### config.mk
export PLATFORM = sky130hd
export DESIGN_NAME = sm_be_rx_monitor
export DESIGN_NICKNAME = d
export VERILOG_FILES = /design/src/rtl/sm_be_rx_monitor.sv
export SDC_FILE = /design/constraint.sdc
export NUM_CORES = 1
export LEC_CHECK = 0
export BUFFER_PORTS_ARGS = -buffer_cell sky130_fd_sc_hd__buf_2
export CAP_MARGIN = 10
export CORE_MARGIN = 5
export CORE_UTILIZATION = 48
export CTS_BUF_LIST = sky130_fd_sc_hd__clkbuf_4
export DETAILED_ROUTE_END_ITERATION = 12
export GPL_TIMING_DRIVEN = 0
export PLACE_DENSITY_LB_ADDON = 0.2
export SETUP_SLACK_MARGIN = 0.2
export SLEW_MARGIN = 25
export SYNTH_ARGS = -nofsm -noshare
export SYNTH_HDL_FRONTEND = slang
export SYNTH_SLANG_ARGS = --single-unit
### constraint.sdc
create_clock -name clk -period 19.9 [get_ports clk]
set_input_delay 0.995 -clock clk [delete_from_list [all_inputs] [get_ports clk]]
set_output_delay 0.995 -clock clk [all_outputs]
set_load 0.05 [all_outputs]
### src/rtl/sm_be_rx_monitor.sv
// Best-effort packet receive monitor: checks dest/src/seq/length of each packet,
// reports a registered valid/faulty verdict with fault code and keeps saturating counters.
module sm_be_rx_monitor #(
    parameter int FLIT_WIDTH = 32,
    parameter int MAX_LEN    = 8,
    parameter int TILEID     = 0,
    parameter int NUM_TILES  = 9,
    parameter int CHECK_SEQ  = 1,
    parameter int CNT_WIDTH  = 16,
    localparam int H          = FLIT_WIDTH / 2,
    localparam int TILE_WIDTH = (NUM_TILES > 1) ? $clog2(NUM_TILES) : 1
) (
    input  logic                  clk,
    input  logic                  rst,
    input  logic                  enable,
    input  logic [FLIT_WIDTH-1:0] data,
    input  logic                  clr_cnt,
    output logic                  valid,
    output logic                  faulty,
    output logic [TILE_WIDTH-1:0] src,
    output logic [H-1:0]          seq,
    output logic [3:0]            fault_code,
    output logic                  busy,
    output logic [CNT_WIDTH-1:0]  cnt_valid,
    output logic [CNT_WIDTH-1:0]  cnt_faulty
);

    localparam logic [H-1:0]         MIN_LEN_H   = H'(3 + CHECK_SEQ);
    localparam logic [H-1:0]         MAX_LEN_H   = H'(MAX_LEN);
    localparam logic [H-1:0]         TILEID_H    = H'(TILEID);
    localparam logic [H-1:0]         NUM_TILES_H = H'(NUM_TILES);
    localparam logic [H-1:0]         ONE_H       = H'(1);
    localparam logic [CNT_WIDTH-1:0] CNT_ONE     = CNT_WIDTH'(1);

    // fault flag positions inside {LEN,SEQ,SRC,DEST}
    localparam int F_DEST = 0;
    localparam int F_SRC  = 1;
    localparam int F_SEQ  = 2;
    localparam int F_LEN  = 3;

    typedef enum logic [2:0] {
        S_SIZE  = 3'd0,
        S_ROUT  = 3'd1,
        S_DEST  = 3'd2,
        S_SRC   = 3'd3,
        S_SEQ   = 3'd4,
        S_DRAIN = 3'd5
    } state_t;

    state_t                  state_r;
    logic [H-1:0]            rem_r;
    logic [3:0]              flags_r;
    logic [TILE_WIDTH-1:0]   src_r;
    logic [H-1:0]            seq_r;
    logic [H-1:0]            exp_r [NUM_TILES];
    logic [NUM_TILES-1:0]    seen_r;

    logic [H-1:0]            lo_s;
    logic [H-1:0]            hi_s;
    logic                    halves_eq_s;
    logic                    src_known_s;
    state_t                  state_nxt_s;
    logic [3:0]              flags_nxt_s;
    logic [TILE_WIDTH-1:0]   src_nxt_s;
    logic [H-1:0]            seq_nxt_s;
    logic                    last_s;
    logic                    pass_s;
    logic                    tbl_upd_s;

    // Per-flit field checks: flags and latched fields as they stand after this flit.
    always_comb begin
        lo_s        = data[H-1:0];
        hi_s        = data[FLIT_WIDTH-1:H];
        halves_eq_s = (lo_s == hi_s);
        src_known_s = (H'(src_r) < NUM_TILES_H);
        state_nxt_s = state_r;
        flags_nxt_s = flags_r;
        src_nxt_s   = src_r;
        seq_nxt_s   = seq_r;
        case (state_r)
            S_ROUT: begin
                state_nxt_s = S_DEST;
            end
            S_DEST: begin
                if (!halves_eq_s || (lo_s != TILEID_H)) begin
                    flags_nxt_s[F_DEST] = 1'b1;
                end else begin
                    flags_nxt_s[F_DEST] = flags_r[F_DEST];
                end
                state_nxt_s = S_SRC;
            end
            S_SRC: begin
                if (!halves_eq_s || (lo_s >= NUM_TILES_H)) begin
                    flags_nxt_s[F_SRC] = 1'b1;
                end else begin
                    flags_nxt_s[F_SRC] = flags_r[F_SRC];
                end
                src_nxt_s   = data[TILE_WIDTH-1:0];
                state_nxt_s = (CHECK_SEQ != 0) ? S_SEQ : S_DRAIN;
            end
            S_SEQ: begin
                seq_nxt_s = lo_s;
                // a source never seen since reset accepts any sequence number
                if (!halves_eq_s || (src_known_s && seen_r[src_r] && (lo_s != exp_r[src_r]))) begin
                    flags_nxt_s[F_SEQ] = 1'b1;
                end else begin
                    flags_nxt_s[F_SEQ] = flags_r[F_SEQ];
                end
                state_nxt_s = S_DRAIN;
            end
            S_DRAIN: begin
                state_nxt_s = S_DRAIN;
            end
            S_SIZE: begin
                state_nxt_s = S_SIZE;
            end
            default: begin
                state_nxt_s = S_SIZE;
            end
        endcase
        last_s    = enable && (state_r != S_SIZE) && (rem_r == ONE_H);
        pass_s    = (flags_nxt_s == 4'b0000);
        tbl_upd_s = !flags_nxt_s[F_DEST] && !flags_nxt_s[F_SRC] && !flags_nxt_s[F_LEN];
    end

    // Packet FSM, registered verdict outputs and per-source sequence table.
    always_ff @(posedge clk or posedge rst) begin
        if (rst) begin
            state_r    <= S_SIZE;
            rem_r      <= '0;
            flags_r    <= 4'b0000;
            src_r      <= '0;
            seq_r      <= '0;
            seen_r     <= '0;
            for (int i = 0; i < NUM_TILES; i++) begin
                exp_r[i] <= '0;
            end
            valid      <= 1'b0;
            faulty     <= 1'b0;
            src        <= '0;
            seq        <= '0;
            fault_code <= 4'b0000;
            busy       <= 1'b0;
        end else begin
            valid  <= 1'b0;
            faulty <= 1'b0;
            if (!enable) begin
                state_r <= state_r;
            end else if (state_r == S_SIZE) begin
                if (lo_s == '0) begin
                    state_r <= S_SIZE;
                end else if ((lo_s < MIN_LEN_H) || (lo_s > MAX_LEN_H)) begin
                    rem_r   <= lo_s;
                    flags_r <= 4'b1000;
                    state_r <= S_DRAIN;
                    busy    <= 1'b1;
                end else begin
                    rem_r   <= lo_s;
                    flags_r <= 4'b0000;
                    state_r <= S_ROUT;
                    busy    <= 1'b1;
                end
            end else if (last_s) begin
                valid      <= pass_s;
                faulty     <= !pass_s;
                src        <= src_nxt_s;
                seq        <= seq_nxt_s;
                fault_code <= flags_nxt_s;
                src_r      <= src_nxt_s;
                seq_r      <= seq_nxt_s;
                flags_r    <= 4'b0000;
                rem_r      <= '0;
                state_r    <= S_SIZE;
                busy       <= 1'b0;
                // resync on a sequence fault too, so one lost packet costs one verdict
                if (tbl_upd_s) begin
                    exp_r[src_nxt_s]  <= seq_nxt_s + ONE_H;
                    seen_r[src_nxt_s] <= 1'b1;
                end else begin
                    seen_r <= seen_r;
                end
            end else begin
                rem_r   <= rem_r - ONE_H;
                state_r <= state_nxt_s;
                flags_r <= flags_nxt_s;
                src_r   <= src_nxt_s;
                seq_r   <= seq_nxt_s;
            end
        end
    end

    // Saturating verdict counters; clear beats a coincident increment.
    always_ff @(posedge clk or posedge rst) begin
        if (rst) begin
            cnt_valid  <= '0;
            cnt_faulty <= '0;
        end else if (clr_cnt) begin
            cnt_valid  <= '0;
            cnt_faulty <= '0;
        end else begin
            if (last_s && pass_s && (cnt_valid != '1)) begin
                cnt_valid <= cnt_valid + CNT_ONE;
            end else begin
                cnt_valid <= cnt_valid;
            end
            if (last_s && !pass_s && (cnt_faulty != '1)) begin
                cnt_faulty <= cnt_faulty + CNT_ONE;
            end else begin
                cnt_faulty <= cnt_faulty;
            end
        end
    end

endmodule

==> impl_metrics.py, run 1 <==
metrics = {
    "clock_network": {
        "cts_max_level": 3,
        "cts_tree": "built",
        "cts_setup_buffers": 0,
        "clk_pin_slew_worst_paths_ps": 60,
        "cts_buffers": 70,
        "insertion_delay_ps": 680,
        "cts_buffer_depth": 3,
        "root_buffer": "clkbuf_4",
        "cts_resized": 0,
        "cts_sinks": 255,
        "hold_buffers": 0,
    },
    "job": {
        "maxCapViolCount": 0,
    },
    "grt": {
        "grt_pass1_vias": 10280,
        "antenna_found_initial": 1,
        "grt_max_degree": 91,
        "grt_pass1_wl_um": 56400,
        "grt_overflow": 0,
        "grtUsageTotal_pct": 23.3,
    },
    "sta": {
        "finalClockSkew_ps": 52.8,
        "drv_slew": 0,
        "timing.final.crit_share_pct": 24.2,
        "maxSlewHeadroom_pct": 36.2,
        "whs_ps": 314,
        "rsz0062_at_grt": "no",
        "period_needed_ps": 4810,
        "tightest_slew_ps": 930,
        "hold_viol": 0,
        "final-setup-viol-count": 0,
        "max_freq_ghz": 0.208,
        "fin_setup_tns_ps": 0,
    },
    "routing": {
        "drt_iter0_markers": 669,
        "viasPerCell": 5.90,
        "dr.pass1.iters": 5,
        "routedWlPerCell_um": 20.8,
        "vias": 10190,
        "drc": 0,
        "ant_nets": 0,
        "drt-total-wl_um": 35900,
    },
    "floorplan": {
        "chipWidth_um": 175,
        "num_rows": 60,
        "die-height_um": 175,
        "core_area_um2": 27000,
        "pin_count": 95,
        "start_util_pct": 48.7,
        "die-area_um2": 30700,
    },
    "worst_setup_path": {
        "reg2regPathDepth": 15,
        "crit_required_ps": 20440,
        "arrival_ps": 5350,
        "cp_max_fo": 10,
        "start_kind": "primary input",
        "path_class": "in -> reg",
        "cp-end-kind": "flop",
    },
    "power_and_ir_drop": {
        "internal-power_w": 0.000997,
        "comb_power_share_pct": 33.6,
        "power_frac_clock_pct": 29.3,
        "p_sw_w": 0.000614,
        "irDropWorstVdd_uv": 36.8,
        "swShare_pct": 38.1,
        "pwr-share-seq_pct": 37.1,
        "powerDensity_nw_per_um2": 108,
        "leakage_nw": 6.97,
    },
    "placement": {
        "io_buffers": 80,
        "dp_hpwl_um": 25400,
        "finalWeightedCongestion": 0.872,
    },
    "synth": {
        "synth-seq-area-share_pct": 48.7,
        "synth_top_area_share_pct": 48.7,
        "syn_area_um2": 13100,
        "synth_top_cell_by_area": "dfrtp_1",
        "async_flop_share_pct": 100,
        "synth_cell_type_count": 77,
        "syn_avg_cell_area_um2": 11.0,
        "synthTopCellsByArea": "dfrtp_1 49%, mux2_2 14%, mux2i_1 6.3%, o21ai_0 3.3%, nand2_1 2.5%",
        "synth_fp_nets": 1232,
        "ys_ff_latch": 255,
        "ys_warn_count": 0,
        "synthFlopType": "dfrtp_1",
        "synthCells": 1191,
        "synth_edf_count": 0,
    },
    "cells_and_area": {
        "nNetsFinal": 1387,
        "fillers": 2414,
        "most-common-layout-cells": "255 x dfrtp_1, 166 x mux2_2, 103 x clkbuf_4",
        "mostFrequentLayoutCell": "dfrtp_1",
        "syn_to_final_growth_pct": 13.7,
        "multi_input_area_um2": 6310,
        "drive_above_1_share_pct": 30.0,
        "seq_area_um2": 6380,
    },
    "run_status": {
        "outcome": "completed",
    },
    "hold_path": {
        "hold_path_class": "in -> async",
    },
}
final cells by class:
type                            instances  share of cell area (%)
Antenna cell                            1                  0.0168
Buffer                                 77                    2.42
Clock buffer                          103                    5.19
Clock inverter                          8                   0.613
Inverter                               19                   0.529
Multi-Input combinational cell        840                    42.3
Sequential cell                       255                    42.8
Tap cell                              341                    2.86
Timing Repair Buffer                   83                    3.24
state kept, by name, indices dropped and copies added (netlist names), 9 cells and up:
register	flops
seen_r	9
seq_r	16
exp_r	144
cnt_faulty	16
seq	16
cnt_valid	16
rem_r	16
power by group through the flow:
stage,Clock [W],Combinational (W),Sequential [W]
after global routing,0.000515,0.000584,0.000602
after detailed placement,0,0.000530,0.000605
after CTS,0.000482,0.000532,0.000596
final,0.000472,0.000541,0.000597
after global placement,0,0.000521,0.000603
after floorplan,0,0.000363,0.000602
path summary, 6_finish.rpt:
path                            endpoint  slack [ps]  startpoint
max reg2reg                cnt_faulty[1]       15320    src_r[0]
max                           exp_r[105]       15090     data[2]
min in group clk               seen_r[5]         460   seen_r[5]
max in group asynchronous     exp_r[124]       18470         rst
min                             rem_r[4]         310         rst
min reg2reg                    seen_r[5]         460   seen_r[5]
routing by layer:
| metal | track usage, % | wire length (um) |
|---|---|---|
| met1 | 30.0 | 15400 |
| met4 | 8.71 | 1060 |
| met3 | 5.25 | 2500 |
| met2 | 38.6 | 16900 |
| met5 | 0 | 0 |
critical path: stages:
cell and delay, ps:
clkbuf_1 570, xnor2_1 200, nand4_1 120, nor4_2 800, a21oi_2 190, a2111oi_4 450, nand4b_1 240, nor3b_2 360
nand3_1 510, clkbuf_1 510, mux2_2 390
synth_stat cells, drive strengths merged, types with 4 or more instances:
cell    number
xor2         9
a22oi       16
a31oi        7
a32oi        6
nand2       89
or3         18
buf         32
o31ai        5
mux2       166
a21oi       46
nand3b       5
inv         19
a21boi       8
nand3       22
a21o         5
nand4       12
nand2b      20
clkbuf      45
a211oi       4
and2         5
o21ai       90
mux2i       83
a22o        10
and3        12
nor2b       15
nor4        14
xnor2       26
a221oi       8
nor3        20
ha           5
nor2        57
dfrtp      255
or4         12
per-stage QoR:
step                cell area, um2  util [%]  instances  power [W]  setup slack [ps]
floorplan                    13100         -       1191   0.000965             11890
global placement             13900      51.7       1612    0.00112              9030
detailed placement           14000      52.1       1615    0.00113             14410
CTS                          14900      55.3       1726    0.00161             15120
global route                 14900      55.3       1727    0.00170             14880
finish                       14900      55.3       1727    0.00161             15090
cells by family after synthesis:
kind of cell,Yosys count,share of synthesized area (%)
multiplexers,252,21.1
buffers and inverters,96,3.29
flip-flops,255,48.7
XOR/XNOR,35,2.39
AND/OR/NAND/NOR,321,13.1
AO/OA/AOI/OAI,227,11.0
adder cells (fa/ha/maj),5,0.477
Power figures use the tool's default switching activity.
==> run 2: changes to the inputs <==
- clock period: 19.9 -> 5.04 ns (I/O delays scaled with it)
==> run 2 against run 1 <==
  * Combinational power rose to 4.0 times the previous value
  * Non-clock buffer count up 16
  * Sequential power rose to 4.0 times the previous value
  * Clock power rose to 4.0 times the previous value
  * Via count up 1.7%
  * Cell area up 1.7%
  * First-iteration DRC count up 17%
  * Register-to-register slack worse by 15000 ps
  * Largest cell class unchanged
  * Highest routed layer unchanged
  * Global-route usage up 0.66 points
  * Utilization up 0.96 points
  * Critical path type unchanged
==> impl_metrics.py, run 2 (synthesis results as in run 1) <==
metrics = {
    "run_status": {
        "outcome": "completed",
    },
    "cells_and_area": {
        "fin_cells": 1758,
        "most-common-layout-cells": "255 x dfrtp_1, 166 x mux2_2, 111 x clkbuf_4",
        "largest-register": "exp_r",
        "mostFrequentLayoutCell": "dfrtp_1",
        "final_core_utilization_pct": 56.3,
        "drive_above_1_share_pct": 30.4,
        "largest_register_ffs": 144,
        "nNetsFinal": 1404,
        "syn_to_final_growth_pct": 15.7,
    },
    "placement": {
        "place_inst": 1621,
        "dp_hpwl_um": 26100,
        "io_buffers": 80,
        "finalWeightedCongestion": 0.889,
    },
    "sta": {
        "hold_viol": 0,
        "tightest_slew_ps": 969,
        "finalClockSkew_ps": 63.4,
        "rsz0062_at_grt": "no",
        "fin_setup_tns_ps": 0,
        "period_needed_ps": 4630,
        "final-setup-viol-count": 0,
        "whs_ps": 79.2,
        "drv_slew": 0,
        "timing.final.crit_share_pct": 91.9,
        "max_freq_ghz": 0.216,
        "maxSlewHeadroom_pct": 33.6,
    },
    "grt": {
        "grt_max_degree": 30,
        "grt_overflow": 0,
        "grtUsageTotal_pct": 23.9,
        "antenna_found_initial": 2,
        "grt_pass1_wl_um": 58000,
        "grt_pass1_vias": 10436,
    },
    "power_and_ir_drop": {
        "irDropWorstVdd_uv": 161,
        "leakage_nw": 7.09,
        "powerDensity_nw_per_um2": 422,
        "total_power_w": 0.00639,
    },
    "floorplan": {
        "num_rows": 60,
        "chipWidth_um": 175,
        "start_util_pct": 48.7,
        "pin_count": 95,
        "core_area_um2": 27000,
        "die-height_um": 175,
        "die-area_um2": 30700,
    },
    "routing": {
        "dr.pass1.iters": 5,
        "drt-total-wl_um": 36900,
        "routedWlPerCell_um": 21.0,
        "viasPerCell": 5.89,
        "routed.top_layer": "met4",
        "m1WireLength_um": 16100,
        "vias": 10359,
        "drc": 0,
        "ant_nets": 0,
        "met2_length_um": 17400,
        "drt_iter0_markers": 786,
        "met3WireLength_um": 2350,
    },
    "clock_network": {
        "cts_tree": "built",
        "cts_max_level": 3,
        "cts_buffers": 71,
        "root_buffer": "clkbuf_4",
        "cts_buffer_depth": 3,
        "clk_pin_slew_worst_paths_ps": 60,
        "insertion_delay_ps": 690,
        "cts_setup_buffers": 0,
        "cts_sinks": 255,
    },
    "worst_setup_path": {
        "cp-end-kind": "flop",
        "r2r_slack_ps": 480,
        "path_class": "in -> reg",
        "cp_max_fo": 10,
        "crit_required_ps": 5570,
        "start_kind": "primary input",
        "arrival_ps": 5160,
    },
    "hold_path": {
        "hold_path_class": "in -> reg",
    },
    "job": {
        "maxCapViolCount": 0,
    },
}
-- run 2: changes by cell type in the layout (fill, tap and decap cells not counted), moves of 2 or more --
cell,change
dlygate4sd3_1,+10
clkbuf_4,+8
buf_12,+7
clkinv_1,+7
clkinv_4,+3
bufinv_16,-2
-- run 2: layout make-up --
class,count,area [um2]
flip-flops and latches,255,6380
clock buffers,111,833
clock inverters,14,75.1
diodes,2,5.00
plain buffers,77,360
fillers,2369,11800
well taps,341,427
multi-input cells,840,6320
inverters,19,75.1
repair buffers,99,696
-- run 2: metal layers --
| layer | global-route usage (%) | up-vias |
|---|---|---|
| li1 | - | 4742 |
| met3 | 4.95 | 71 |
| met5 | 0 | - |
| met1 | 32.0 | 5157 |
| met2 | 39.0 | 389 |
| met4 | 8.18 | 0 |
-- run 2: timing repair --
action	4_1_cts	5_1_grt
gates resized for setup	0	1
setup endpoints to repair	0	6
endpoints found under the hold margin	57	0
hold buffers	10	0
-- run 2: report_power, final --
group          switching, W  leakage, nW  internal, W  total (W)
clock              0.000875        0.540      0.00100    0.00188
sequential         0.000138         3.50      0.00222    0.00236
combinational       0.00146         3.05     0.000704    0.00216
-- run 2: worst paths after layout --
path	from	end	cells past startpoint
worst min register to register	seen_r[4]	seen_r[4]	1
min in group asynchronous	rst	seq[0]	3
worst max register to register	src_r[0]	cnt_valid[12]	14
max in group asynchronous	rst	exp_r[126]	6
worst min-delay path	data[12]	rem_r[12]	3
worst max-delay path	data[3]	exp_r[102]	12
-- run 2: critical path, stage by stage --
cell           delay [ps]
dlygate4sd3_1         530
buf_2                 310
xnor2_1               180
nand4_1               140
nor4_2                870
a21oi_2               220
a2111oi_4             470
nand4b_1              260
nor3b_2               370
nand3_1               540
clkbuf_1              590
mux2_2                420
-- run 2: metrics by stage --
stage / setup slack, ps / instance area, um2
after floorplan: 1430 / 13100
after global placement: -161 / 13900
after detailed placement: 54.7 / 14200
after CTS: 385 / 15200
after global routing: 256 / 15200
final: 410 / 15200
==> run 3: changes to the inputs <==
- RECOVER_POWER: not set -> 50
- SLEW_MARGIN: 25 -> not set
==> run 3 against run 2 <==
  * The flow now finishes with violations (capacitance limit, slew limit)
  * Sequential share of layout area grew 0.69 points
  * Wire length decreased by 0.22%
  * Global-route usage down 0.096 points
  * Sequential cell count unchanged
  * Clock-buffer cell count down 15
  * Largest cell class unchanged
  * Largest power group unchanged
  * Highest routed layer unchanged
==> impl_metrics.py, run 3 (synthesis results as in run 1) <==
metrics = {
    "cells_and_area": {
        "nNetsFinal": 1401,
        "finalInstanceArea_um2": 14900,
        "largest_register_ffs": 144,
        "drive_above_1_share_pct": 27.1,
        "multi_input_area_um2": 6300,
        "syn_to_final_growth_pct": 13.8,
        "largest-register": "exp_r",
        "most-common-layout-cells": "255 x dfrtp_1, 166 x mux2_2, 96 x clkbuf_4",
        "fillers": 2432,
        "mostFrequentLayoutCell": "dfrtp_1",
        "seq_area_um2": 6380,
        "final_core_utilization_pct": 55.4,
    },
    "clock_network": {
        "cts_max_level": 3,
        "cts_buffer_depth": 3,
        "root_buffer": "clkbuf_4",
        "insertion_delay_ps": 680,
        "clk_pin_slew_worst_paths_ps": 70,
        "cts_sinks": 255,
        "cts_buffers": 71,
        "cts_tree": "built",
    },
    "worst_setup_path": {
        "timing.rr.start": "src_r[0]",
        "arrival_ps": 5130,
        "r2r-end": "cnt_valid[12]",
        "cp-end-kind": "flop",
        "cp_max_fo": 10,
        "crit_required_ps": 5590,
        "start_kind": "flop",
        "r2r_slack_ps": 450,
        "path_class": "reg -> reg",
        "reg2regPathDepth": 14,
    },
    "routing": {
        "dr.pass1.iters": 6,
        "drt-total-wl_um": 36900,
        "vias": 10379,
        "routedWlPerCell_um": 21.2,
        "ant_nets": 0,
        "drt_iter0_markers": 897,
        "drc": 0,
        "viasPerCell": 5.97,
    },
    "hold_path": {
        "hold_path_class": "in -> reg",
        "holdPathEnd": "rem_r[13]",
        "hp-start": "data[13]",
        "hold_depth": 3,
    },
    "run_status": {
        "violations": "capacitance limit, slew limit",
        "outcome": "finished, violations left",
    },
    "sta": {
        "final-setup-viol-count": 0,
        "drv_slew": 165,
        "tightest_slew_ps": 2310,
        "period_needed_ps": 4590,
        "fin_setup_tns_ps": 0,
        "max_freq_ghz": 0.218,
        "fin_ws_ps": 453,
        "hold_viol": 0,
        "timing.final.crit_share_pct": 91.0,
        "finalClockSkew_ps": 51.1,
        "maxSlewHeadroom_pct": -54.0,
        "rsz0062_at_grt": "no",
    },
    "power_and_ir_drop": {
        "pwr-share-seq_pct": 37.0,
        "powerDensity_nw_per_um2": 427,
        "internal-power_w": 0.00393,
        "irDropWorstVdd_uv": 167,
        "p_sw_w": 0.00244,
        "power_frac_clock_pct": 29.4,
        "leakage_nw": 6.86,
        "total_power_w": 0.00637,
        "comb_power_share_pct": 33.6,
        "swShare_pct": 38.2,
    },
    "floorplan": {
        "num_rows": 60,
        "start_util_pct": 48.7,
        "core_area_um2": 27000,
        "die-height_um": 175,
        "die-area_um2": 30700,
        "pin_count": 95,
        "chipWidth_um": 175,
    },
    "grt": {
        "antenna_found_initial": 2,
        "grt_max_degree": 44,
        "grt_pass1_wl_um": 57700,
        "grtUsageTotal_pct": 23.8,
        "grt_pass1_vias": 10319,
        "grt_overflow": 0,
    },
    "job": {
        "maxCapViolCount": 4,
    },
    "placement": {
        "place_area_um2": 14100,
        "io_buffers": 80,
        "dp_hpwl_um": 25700,
        "finalWeightedCongestion": 0.889,
        "dp_slack_ps": 60.0,
    },
}
==> run 3: cell count changes in the layout (fill, tap and decap cells not counted), moves of 2 or more <==
cell / change
clkbuf_1: +33
buf_2: -30
clkbuf_4: -15
buf_12: -5
bufinv_16: +3
clkinv_4: -3
buf_16: -2
clkinv_1: -2
clkinvlp_4: -2
nor4_1: +2
nor4_2: -2
==> run 3: critical path: stages, from the launching register on <==
cell and delay (ps):
dfrtp_1 330, buf_4 200, buf_4 270, buf_4 270, buf_2 390, mux2i_1 130, a221oi_1 470, mux2i_1 250
o311ai_0 160, nor4_1 290, nand4_1 400, and2_0 430, clkbuf_1 270, nor3_1 250, mux2_2 360
==> run 3: worst max path at each step <==
stage | from | slack (ps) | endpoint | cells past startpoint
2_1_floorplan | rst | 1430 | busy | 1
3_3_place_gp | rst | -160 | exp_r[124] | 2
3_5_place_dp | data[2] | 60 | exp_r[103] | 11
4_1_cts | src_r[0] | 340 | cnt_faulty[1] | 15
5_1_grt | data[3] | 200 | exp_r[104] | 12
6_report | src_r[0] | 450 | cnt_valid[12] | 14
==> run 3: per-stage QoR <==
step,std cells,hold slack [ps]
finish,1739,66.0
global route,1739,52.6
CTS,1737,12.2
detailed placement,1618,289
global placement,1612,444
floorplan,1191,429
==> run 3: routing by layer <==
layer  track usage, %  up-vias  part of all wire [%]
li1                 -     4702                     -
met1             32.5     5223                    44
met2             37.7      387                    47
met3             5.25       67                   6.9
met4             8.67        0                   3.0
met5                0        -                     0
==> run 3: power by group through the flow <==
stage	logic [W]	clock network (W)	registers, W
final	0.00214	0.00187	0.00236
after global routing	0.00231	0.00205	0.00237
after detailed placement	0.00210	0	0.00238
after floorplan	0.00143	0	0.00238
after CTS	0.00212	0.00193	0.00235
after global placement	0.00206	0	0.00238
==> run 3: final cells by class <==
cell class              instances  share of cell area, %
multi-input cells             840                   42.2
plain buffers                  77                   2.41
well taps                     341                   2.86
repair buffers                 96                   3.48
clock buffers                  96                   4.83
inverters                      19                  0.486
flip-flops and latches        255                   42.8
clock inverters                13                  0.889
diodes                          2                 0.0335
==> run 3: timing repair <==
item / 4_1_cts / 5_1_grt
gates resized for setup: 0 / 1
hold buffers: 10 / 0
setup buffers: 0 / 0
endpoints found under the setup margin: 0 / 2
hold endpoints to repair: 189 / 0
